**config.mk**
```make
export PLATFORM = sky130hd
export DESIGN_NAME = sat_counter
export DESIGN_NICKNAME = d
export VERILOG_FILES = /design/src/rtl/counter_checker_sat_counter.sv
export SDC_FILE = /design/constraint.sdc
export NUM_CORES = 1
export LEC_CHECK = 0
export BUFFER_PORTS_ARGS = -buffer_cell sky130_fd_sc_hd__buf_2
export CAP_MARGIN = 15
export CORE_AREA = 8 8 45 47
export DETAILED_ROUTE_END_ITERATION = 8
export DIE_AREA = 0 0 53 55
export GPL_TIMING_DRIVEN = 1
export PLACE_DENSITY = 0.62
export SLEW_MARGIN = 20
export SYNTH_ARGS = -nofsm -noshare
export SYNTH_HDL_FRONTEND = slang
export SYNTH_SLANG_ARGS = --single-unit
```
**constraint.sdc**
```tcl
create_clock -name clk -period 1.9 [get_ports clk]
set_input_delay 0.19 -clock clk [delete_from_list [all_inputs] [get_ports clk]]
set_output_delay 0.19 -clock clk [all_outputs]
set_load 0.02 [all_outputs]
```
**src/rtl/counter_checker_sat_counter.sv**
```systemverilog
// Up-counter that sticks at all-ones; synchronous active-high reset.
module sat_counter #(
    parameter int WIDTH = 8
) (
    input  logic             clk,
    input  logic             rst,
    input  logic             inc,
    output logic [WIDTH-1:0] count
);
    logic [WIDTH-1:0] count_q, count_d;

    always_comb begin
        count_d = count_q;
        if (inc && (count_q != '1)) count_d = count_q + WIDTH'(1);
    end

    always_ff @(posedge clk) begin
        if (rst) count_q <= '0;
        else     count_q <= count_d;
    end

    assign count = count_q;
endmodule

```
==> run summary, run 1 <==
## GRT
• **antenna violations before repair** 0
• **most used routing layer** met2
• **largest net degree at the start of global routing** 9
• **met2 usage** 10.94%
• **met1 track utilization from global routing** 9.174%
• **leftover overflow at the end of global routing** 0
• **number of global-route vias before repair** 365
• **wire length of the first global-routing pass** 1642 um
• **grt met3 use** 2.406%
• **Overall Global Routing Usage** 7.831%

## Min path
• **startpoint of the most critical hold path** rst
• **class of the tightest hold or removal check** in -> reg

## Yosys
• **ranking of synthesized cells by area** sky130_fd_sc_hd__dfxtp_1, sky130_fd_sc_hd__a21oi_1, sky130_fd_sc_hd__a21boi_4
• **sequential-to-total area share from yosys stat** 37.21%
• **Primary FF master, synth** sky130_fd_sc_hd__dfxtp_1
• **Unique masters post-synth** 25
• **Synthesized Nets** 50
• **Async SR Flop Fraction** 0%
• **Post-Syn Instances** 46
• **Cell Area, Synth** 430.4 um^2
• **total of flip-flops plus latches after synthesis** 8
• **count of synthesis-stage warnings from yosys** 0
• **synthesized area divided by synthesized cell count** 9.357 um^2
• **number of flops mapped to enable cells by yosys** 0
• **cell taking the most area after synthesis** sky130_fd_sc_hd__dfxtp_1
• **Synth top area share** 37.21%

## Run status
• **outcome** finished clean

## Clocking
• **clk sink count** 8
• **clock tree root buffer cell** sky130_fd_sc_hd__clkbuf_4
• **postcts setup bufs** 0
• **count of instances resized after the clock tree is built** 0
• **clock tree from TritonCTS** built
• **clock latency reported for the late side of the worst-skew pair** 0.26 ns
• **Num CTS Buffers** 3
• **clock buffer depth** 2
• **clock-pin slew on the worst setup and hold paths** 0.06 ns
• **CTS H-tree lvls** 1
• **CTS hold repair buffers** 0

## Layout
• **fraction of layout cells with a size suffix above 1** 31.03%
• **max reg flops** 8
• **top library cells by usage in the layout, fill and taps aside** sky130_fd_sc_hd__buf_2, sky130_fd_sc_hd__dfxtp_1, sky130_fd_sc_hd__a21oi_1, sky130_fd_sc_hd__nand2_1, sky130_fd_sc_hd__clkbuf_4
• **diode count** 0
• **Total Nets Final** 64
• **number of fill cells in the layout** 149
• **Layout area overhead** 18.90%
• **leading cell type in the layout, fill and taps excluded** sky130_fd_sc_hd__buf_2

## STA
• **final period utilization** 74.85%
• **Final Slew Violations** 0
• **Sum Neg Setup Slack** 0 ns
• **RSZ-0062 raised after global routing** false
• **number of failing setup endpoints in the final timing report** 0
• **measured slew at the worst slew-check pin** 0.2936 ns
• **Worst Skew** 0.001503 ns
• **Slew HR** 80.43%
• **Final Worst Setup Slack** 0.4779 ns
• **f_max** 0.7032 GHz
• **final critical delay including setup and external delays** 1.422 ns
• **final hold violation count** 0

## Drt
• **number of remaining DRC errors** 0
• **first-iteration detailed-routing DRC count** 3
• **WL per Instance** 13.24 um
• **Final Routed Wirelength** 980 um
• **via density per instance** 5.378
• **via count** 398
• **post-route ant nets** 0
• **first-pass iteration count of the detailed router** 2

## Setup path
• **dominant delay contributor by cell family on the critical path** flip-flops
• **launching instance or port of the critical path** count[0]$_SDFFE_PP0P_
• **Worst Setup Path Type** reg -> reg
• **data arrival at the endpoint of the critical path** 1.57 ns
• **startpoint of the worst register-to-register path** count[0]$_SDFFE_PP0P_
• **CP max-delay cell** sky130_fd_sc_hd__dfxtp_1
• **critical path data required time** 2.05 ns
• **CP Buf/Inv Count** 0
• **crit-path cells** ha_1 > and3_4 > a21boi_4 > mux2_4
• **largest stage delay on the critical path** 0.35 ns
• **Critical Path Sink Type** flop
• **largest fanout on the critical path** 6
• **kind of launch point of the worst setup path** flop

## Floorplan
• **Total Die Area** 2915 um^2
• **DIE HEIGHT** 55 um
• **Boundary Pins** 11
• **initial core utilization** 31.10%
• **placeable core region** 1384 um^2
• **# rows** 14
• **DIE WIDTH** 53 um

## Placed design
• **dpl ws** 0.4852 ns
• **Detailed Place HPWL** 713.6 um
• **routability congestion estimate from global placement** 0.7222
• **Port-buffer cells** 10

## Power and ir drop
• **LEAKAGE** 0.2166 nW
• **Max rail drop VDD** 0.0001985 V
• **power density over the cells** 672.1 nW/um^2

## Run
• **total of max-cap violations** 0

## synth_stat cells (2+ instances only)
library cell and number:
sky130_fd_sc_hd__dfxtp_1 8, sky130_fd_sc_hd__nand4_1 2, sky130_fd_sc_hd__a21oi_1 5, sky130_fd_sc_hd__o21bai_1 2
sky130_fd_sc_hd__nand3_1 2, sky130_fd_sc_hd__a211oi_1 2, sky130_fd_sc_hd__nor3_1 2, sky130_fd_sc_hd__and4_1 2
sky130_fd_sc_hd__nand2_1 5
## power by group
group	switching, mW	internal (mW)
registers	0.00548	0.172
clock network	0.0619	0.0726
logic	0.0179	0.0139
## worst reg2reg max path, stage by stage (launching register included)
cell and delay [ns]:
sky130_fd_sc_hd__dfxtp_1 0.35, sky130_fd_sc_hd__ha_1 0.26, sky130_fd_sc_hd__and3_4 0.22, sky130_fd_sc_hd__a21boi_4 0.17, sky130_fd_sc_hd__mux2_4 0.31
## cells by family (layout without fill, tap and decap cells)
logic type               Yosys count  count (layout)  synth area share [%]
AO/OA/AOI/OAI                     15              15                 25.87
multiplexers                       2               2                 5.813
AND/OR/NAND/NOR                   18              18                 24.71
adder cells (fa/ha/maj)            1               1                 2.907
flip-flops                         8               8                 37.21
buffers and inverters              2              14                 3.487
## path summary, 6_finish.rpt
check	cells past startpoint	slack, ns	end
worst min register to register	2	0.51	count[1]$_SDFFE_PP0P_
worst max register to register	4	0.48	count[0]$_SDFFE_PP0P_
worst min-delay path	2	0.21	count[7]$_SDFFE_PP0P_
worst max-delay path	4	0.48	count[0]$_SDFFE_PP0P_
## metal layers
layer | wire length (um) | part of all wire, %
met1 | 481 | 49
met2 | 402 | 41
met3 | 51 | 5.2
met4 | 44 | 4.5
met5 | 0 | 0
## final cells by class
class / count / area (um^2) / area share [%]
tap: 16 / 20.02 / 3.912
timing repair buffer: 10 / 50.05 / 9.780
multi-input combinational: 36 / 255.2 / 49.88
sequential: 8 / 160.2 / 31.30
inverter: 1 / 3.754 / 0.7335
clock buffer: 3 / 22.52 / 4.401
## through the flow
| step | cells | hold WS (ns) | util, % | area, um^2 | power [mW] |
|---|---|---|---|---|---|
| finish | 74 | 0.2133 | 36.98 | 511.7 | 0.3439 |
| global route | 74 | 0.2261 | 36.98 | 511.7 | 0.3631 |
| detailed placement | 71 | 0.4707 | 35.35 | 489.2 | 0.2131 |
| global placement | 71 | 0.4638 | 35.35 | 489.2 | 0.2132 |
| floorplan | 46 | 0.2621 | - | 430.4 | 0.2005 |
| CTS | 74 | 0.1994 | 36.98 | 511.7 | 0.3501 |
(Power assumes the default switching activity.)
==> run 2: changes to the inputs <==
--- a/config.mk
+++ b/config.mk
@@ -5,13 +5,14 @@
 export SDC_FILE = /design/constraint.sdc
 export NUM_CORES = 1
 export LEC_CHECK = 0
+export ABC_AREA = 1
 export BUFFER_PORTS_ARGS = -buffer_cell sky130_fd_sc_hd__buf_2
 export CAP_MARGIN = 15
 export CORE_AREA = 8 8 45 47
 export DETAILED_ROUTE_END_ITERATION = 8
 export DIE_AREA = 0 0 53 55
 export GPL_TIMING_DRIVEN = 1
-export PLACE_DENSITY = 0.62
+export PLACE_DENSITY = 0.69
 export SLEW_MARGIN = 20
 export SYNTH_ARGS = -nofsm -noshare
 export SYNTH_HDL_FRONTEND = slang
==> constraint.sdc (replaced) <==
create_clock -name clk -period 1.2 [get_ports clk]
set_input_delay 0.12 -clock clk [delete_from_list [all_inputs] [get_ports clk]]
set_output_delay 0.12 -clock clk [all_outputs]
set_load 0.02 [all_outputs]
==> run 2 against run 1 <==
  * Sequential power increased by 58%
  * Utilization up 8.8 points
  * Sequential cell count stayed put
  * Synthesized area grew 12%
  * Global-route usage increased by 1.7 points
  * Final area up 24%
  * Final cell count grew 45%
  * Non-clock buffer count up 2
  * Setup slack lost 0.40 ns
  * Die area stayed put
  * Clock skew grew 0.0030 ns
  * Critical path type is now reg -> out
  * Largest power group unchanged
==> run summary, run 2 <==
## Run status
• **outcome** finished clean

## Clocking
• **clock tree from TritonCTS** built
• **CTS H-tree lvls** 1
• **Num CTS Buffers** 3
• **clock buffer depth** 2
• **clock-pin slew on the worst setup and hold paths** 0.06 ns
• **clk sink count** 8
• **postcts setup bufs** 0
• **clock latency reported for the late side of the worst-skew pair** 0.27 ns
• **CTS hold repair buffers** 0
• **clock tree root buffer cell** sky130_fd_sc_hd__clkbuf_4

## STA
• **final period utilization** 93.53%
• **number of failing setup endpoints in the final timing report** 0
• **f_max** 0.8910 GHz
• **measured slew at the worst slew-check pin** 0.2512 ns
• **Slew HR** 83.26%
• **Final Slew Violations** 0
• **final hold violation count** 0
• **Worst Skew** 0.004455 ns
• **Final Worst Setup Slack** 0.07766 ns
• **RSZ-0062 raised after global routing** false
• **Sum Neg Setup Slack** 0 ns
• **hold_ws** 0.1165 ns
• **final critical delay including setup and external delays** 1.122 ns

## Run
• **total of max-cap violations** 0

## GRT
• **leftover overflow at the end of global routing** 0
• **Overall Global Routing Usage** 9.568%
• **wire length of the first global-routing pass** 2001 um
• **number of global-route vias before repair** 458
• **largest net degree at the start of global routing** 13
• **antenna violations before repair** 0

## Placed design
• **dpl ws** 0.002975 ns
• **routability congestion estimate from global placement** 0.8281
• **placed cell count** 103
• **cell area reported after detailed placement** 560.5 um^2
• **Port-buffer cells** 10
• **Detailed Place HPWL** 870.1 um

## Yosys
• **Compound-Gate Fraction of Synth Area** 7.235%
• **Cell Area, Synth** 484.2 um^2
• **Simple-Gate Fraction of Synth Area** 44.70%
• **Unique masters post-synth** 15
• **synthesized area divided by synthesized cell count** 6.288 um^2
• **Post-Syn Instances** 77
• **multiplexer area fraction after synthesis** 0%
• **cell taking the most area after synthesis** sky130_fd_sc_hd__dfxtp_1
• **count of synthesis-stage warnings from yosys** 0
• **Async SR Flop Fraction** 0%
• **Primary FF master, synth** sky130_fd_sc_hd__dfxtp_1
• **adder and majority cell fraction of the synthesized area** 2.584%
• **ranking of synthesized cells by area** sky130_fd_sc_hd__dfxtp_1, sky130_fd_sc_hd__nand2_1, sky130_fd_sc_hd__nor2_1
• **total of flip-flops plus latches after synthesis** 8
• **Synth top area share** 33.07%
• **sequential-to-total area share from yosys stat** 33.07%
• **dominant combinational cell family by area after synthesis** simple AND/OR/NAND/NOR gates
• **Synthesized Nets** 81
• **number of flops mapped to enable cells by yosys** 0
• **dominant cell by count in the synthesized netlist** sky130_fd_sc_hd__nand2_1
• **synthesized-area fraction occupied by xor and xnor cells** 0%
• **list of most frequent post-synthesis cells** sky130_fd_sc_hd__nand2_1, sky130_fd_sc_hd__nor2_1, sky130_fd_sc_hd__inv_1, sky130_fd_sc_hd__dfxtp_1, sky130_fd_sc_hd__nand3_1

## Power and ir drop
• **switching fraction of total power** 27.49%
• **proportion of power drawn by combinational gates** 11.0%
• **Max rail drop VDD** 0.0003510 V
• **power density over the cells** 932.5 nW/um^2
• **Seq pwr share** 47.7%
• **share of power burned in the clock network** 41.3%
• **total internal power** 0.4281 mW
• **LEAKAGE** 0.3019 nW
• **NetSw** 0.1623 mW

## Layout
• **fraction of layout cells with a size suffix above 1** 35.16%
• **Layout area overhead** 30.75%
• **leading cell type in the layout, fill and taps excluded** sky130_fd_sc_hd__nand2_1
• **number of fill cells in the layout** 144
• **Total Nets Final** 96
• **non-filler instance count after layout** 107
• **diode count** 0
• **total non-filler cell area in the finished layout** 633.1 um^2
• **top library cells by usage in the layout, fill and taps aside** sky130_fd_sc_hd__nand2_1, sky130_fd_sc_hd__nor2_1, sky130_fd_sc_hd__buf_2
• **max reg flops** 8

## Setup path
• **end of the worst register-to-register path** count[0]$_SDFFE_PP0P_
• **data arrival at the endpoint of the critical path** 1.00 ns
• **Worst Setup Path Type** reg -> out
• **critical path data required time** 1.08 ns
• **worst reg2reg path depth** 6
• **R2R Setup Slk** 0.09 ns
• **largest fanout on the critical path** 4
• **kind of launch point of the worst setup path** flop
• **crit path capture** count[3]
• **startpoint of the worst register-to-register path** count[0]$_SDFFE_PP0P_
• **launching instance or port of the critical path** count[3]$_SDFFE_PP0P_
• **Critical Path Sink Type** output port

## Drt
• **post-route ant nets** 0
• **via count** 520
• **WL per Instance** 11.25 um
• **Final Routed Wirelength** 1204 um
• **first-pass iteration count of the detailed router** 4
• **first-iteration detailed-routing DRC count** 14
• **number of remaining DRC errors** 0
• **via density per instance** 4.860

## Floorplan
• **initial core utilization** 34.99%
• **Total Die Area** 2915 um^2
• **DIE WIDTH** 53 um
• **Boundary Pins** 11
• **# rows** 14
• **placeable core region** 1384 um^2
• **DIE HEIGHT** 55 um

## Min path
• **class of the tightest hold or removal check** in -> reg

[run 2: what timing repair did]
| item | in CTS | in global routing |
|---|---|---|
| resized for setup | 1 | 9 |
| endpoints found under the setup margin | 4 | 8 |
| pin swaps | 0 | 1 |
[run 2: kinds of logic after synthesis]
| group | Yosys count |
|---|---|
| simple gates | 48 |
| buf+inv | 13 |
| fa+ha+maj | 1 |
| flops | 8 |
| compound gates | 7 |
[run 2: worst min path at each step]
stage / from / depth (start not counted) / endpoint / slack (ns)
after floorplan: rst / 3 / count[2]$_SDFFE_PP0P_ / 0.28
after detailed placement: rst / 4 / count[2]$_SDFFE_PP0P_ / 0.40
final: rst / 4 / count[2]$_SDFFE_PP0P_ / 0.12
after CTS: rst / 4 / count[2]$_SDFFE_PP0P_ / 0.12
after global placement: rst / 4 / count[2]$_SDFFE_PP0P_ / 0.39
after global routing: rst / 4 / count[2]$_SDFFE_PP0P_ / 0.13
[run 2: power groups by stage]
stage	sequential, mW	combinational [mW]	clock [mW]
global route	0.282	0.0724	0.267
detailed placement	0.285	0.0613	0
CTS	0.280	0.0614	0.248
global placement	0.285	0.0604	0
floorplan	0.294	0.0319	0
finish	0.281	0.0648	0.244
[run 2: cell type report]
cell class	count	area [um^2]	area share, %
Timing Repair Buffer	12	65.06	10.28
Sequential cell	8	168.9	26.68
Multi-Input combinational cell	56	311.5	49.21
Clock buffer	4	26.28	4.150
Inverter	11	41.29	6.522
Tap cell	16	20.02	3.162
[run 2: worst max-delay path, cell delays in order (launching register included)]
cell                      delay [ns]
sky130_fd_sc_hd__dfxtp_1        0.41
sky130_fd_sc_hd__buf_4          0.16
sky130_fd_sc_hd__buf_2          0.16
[run 2: per-stage QoR]
stage | power (mW) | utilization [%]
4_1_cts | 0.5894 | 42.77
6_report | 0.5903 | 45.75
5_1_grt | 0.6214 | 45.75
3_3_place_gp | 0.3450 | 40.51
3_5_place_dp | 0.3468 | 40.51
2_1_floorplan | 0.3258 | -
[run 2: metal layers]
layer,up-vias,wire length (um),track usage [%]
met3,5,92,4.011
met1,235,537,11.11
li1,265,-,-
met4,0,42,9.052
met5,-,0,0
met2,15,532,12.89
==> run 3: changes to the inputs <==
--- a/config.mk
+++ b/config.mk
@@ -13,6 +13,7 @@
 export DIE_AREA = 0 0 53 55
 export GPL_TIMING_DRIVEN = 1
 export PLACE_DENSITY = 0.69
+export REMOVE_ABC_BUFFERS = 1
 export SLEW_MARGIN = 20
 export SYNTH_ARGS = -nofsm -noshare
 export SYNTH_HDL_FRONTEND = slang
==> run 3 against run 2 <==
  * Final area is 5.9% lower
  * Clock power is 14% lower
  * Non-clock buffer count rose by 2
  * Final cell count is 0.93% higher
  * Wire length decreased by 13%
  * Clock skew increased by 0.0015 ns
  * First-iteration DRC count decreased by 43%
  * Sequential cell count did not move
  * Register-to-register slack hardly changed
==> run summary, run 3 (synthesized netlist as in run 2, its figures left out) <==
## Placed design
• **Detailed Place HPWL** 818.6 um
• **routability congestion estimate from global placement** 0.8161
• **dpl ws** 0.02947 ns
• **cell area reported after detailed placement** 565.5 um^2
• **Port-buffer cells** 10
• **placed cell count** 105

## Floorplan
• **Total Die Area** 2915 um^2
• **initial core utilization** 34.99%
• **DIE WIDTH** 53 um
• **DIE HEIGHT** 55 um
• **placeable core region** 1384 um^2
• **Boundary Pins** 11
• **# rows** 14

## Layout
• **Total Nets Final** 98
• **leading cell type in the layout, fill and taps excluded** sky130_fd_sc_hd__nand2_1
• **Layout area overhead** 23.00%
• **fraction of layout cells with a size suffix above 1** 28.26%
• **non-filler instance count after layout** 108
• **core utilization of the finished layout** 43.04%
• **diode count** 0
• **max reg flops** 8
• **top library cells by usage in the layout, fill and taps aside** sky130_fd_sc_hd__nand2_1, sky130_fd_sc_hd__nor2_1, sky130_fd_sc_hd__buf_2
• **total non-filler cell area in the finished layout** 595.6 um^2

## Drt
• **post-route ant nets** 0
• **first-iteration detailed-routing DRC count** 8
• **Final Routed Wirelength** 1047 um
• **first-pass iteration count of the detailed router** 4
• **via density per instance** 4.481
• **via count** 484
• **WL per Instance** 9.694 um
• **number of remaining DRC errors** 0

## STA
• **Slew HR** 84.05%
• **number of failing setup endpoints in the final timing report** 0
• **Final Worst Setup Slack** 0.07482 ns
• **Worst Skew** 0.005956 ns
• **f_max** 0.8887 GHz
• **final period utilization** 93.76%
• **final hold violation count** 0
• **measured slew at the worst slew-check pin** 0.2389 ns
• **final critical delay including setup and external delays** 1.125 ns
• **hold_ws** 0.1303 ns
• **Final Slew Violations** 0

## GRT
• **largest net degree at the start of global routing** 13
• **number of global-route vias before repair** 431
• **Overall Global Routing Usage** 8.384%
• **wire length of the first global-routing pass** 1794 um
• **antenna violations before repair** 0
• **leftover overflow at the end of global routing** 0

## Clocking
• **CTS hold repair buffers** 0
• **CTS H-tree lvls** 1
• **clock buffer depth** 2
• **clock tree from TritonCTS** built
• **clk sink count** 8
• **clock tree root buffer cell** sky130_fd_sc_hd__clkbuf_4
• **count of instances resized after the clock tree is built** 0
• **clock-pin slew on the worst setup and hold paths** 0.06 ns
• **clock latency reported for the late side of the worst-skew pair** 0.25 ns
• **Num CTS Buffers** 3
• **postcts setup bufs** 0

## Setup path
• **data arrival at the endpoint of the critical path** 1.01 ns
• **largest stage delay on the critical path** 0.45 ns
• **CP max-delay cell** sky130_fd_sc_hd__dfxtp_1
• **Critical Path Sink Type** output port
• **worst reg2reg path depth** 6
• **crit-path cells** buf_4 > buf_2
• **Worst Setup Path Type** reg -> out
• **largest fanout on the critical path** 6
• **kind of launch point of the worst setup path** flop
• **critical path data required time** 1.08 ns

## Run status
• **outcome** finished clean

## Run
• **total of max-cap violations** 0

## Power and ir drop
• **power density over the cells** 932.9 nW/um^2
• **LEAKAGE** 0.3226 nW
• **Max rail drop VDD** 0.0005131 V

## Min path
• **class of the tightest hold or removal check** in -> reg
• **Hold Path Cell Cnt** 4

## run 3: power breakdown
group	internal (mW)	switching [mW]	leakage, nW
sequential	0.272	0.00462	0.0650
combinational	0.0289	0.0396	0.244
clock	0.115	0.0955	0.0138
total	0.416	0.140	0.323
## run 3: routing by layer
metal  vias up  part of all wire (%)  global-route usage (%)
met5         -                     0                       0
met4         0                  0.76                   5.172
met3         2                   6.8                   3.743
met2        11                    45                   12.50
met1       201                    47                   9.648
li1        270                     -                       -
## run 3: path summary, 6_finish.rpt
path | to | slack (ns) | start
worst max-delay path | count[3] | 0.07 | count[3]$_SDFFE_PP0P_
worst max register to register | count[4]$_SDFFE_PP0P_ | 0.09 | count[0]$_SDFFE_PP0P_
worst min register to register | count[6]$_SDFFE_PP0P_ | 0.48 | count[6]$_SDFFE_PP0P_
worst min-delay path | count[2]$_SDFFE_PP0P_ | 0.13 | rst
## run 3: final cells by class
cell class                      count  area [um^2]
Timing Repair Buffer               14        80.08
Multi-Input combinational cell     56        271.5
Fill cell                         158        788.3
Sequential cell                     8        160.2
Tap cell                           16        20.02
Inverter                           11        41.29
Clock buffer                        3        22.52
## run 3: through the flow
stage	TNS, ns	power [mW]
global route	-0.006826	0.5826
finish	0	0.5556
global placement	0	0.3496
detailed placement	0	0.3506
CTS	0	0.5644
floorplan	-0.6341	0.3193
## run 3: worst max-delay path, delay by kind of cell (launching register included)
family / cells / cell delay, ns
buf+inv: 2 / 0.31
flops: 1 / 0.45
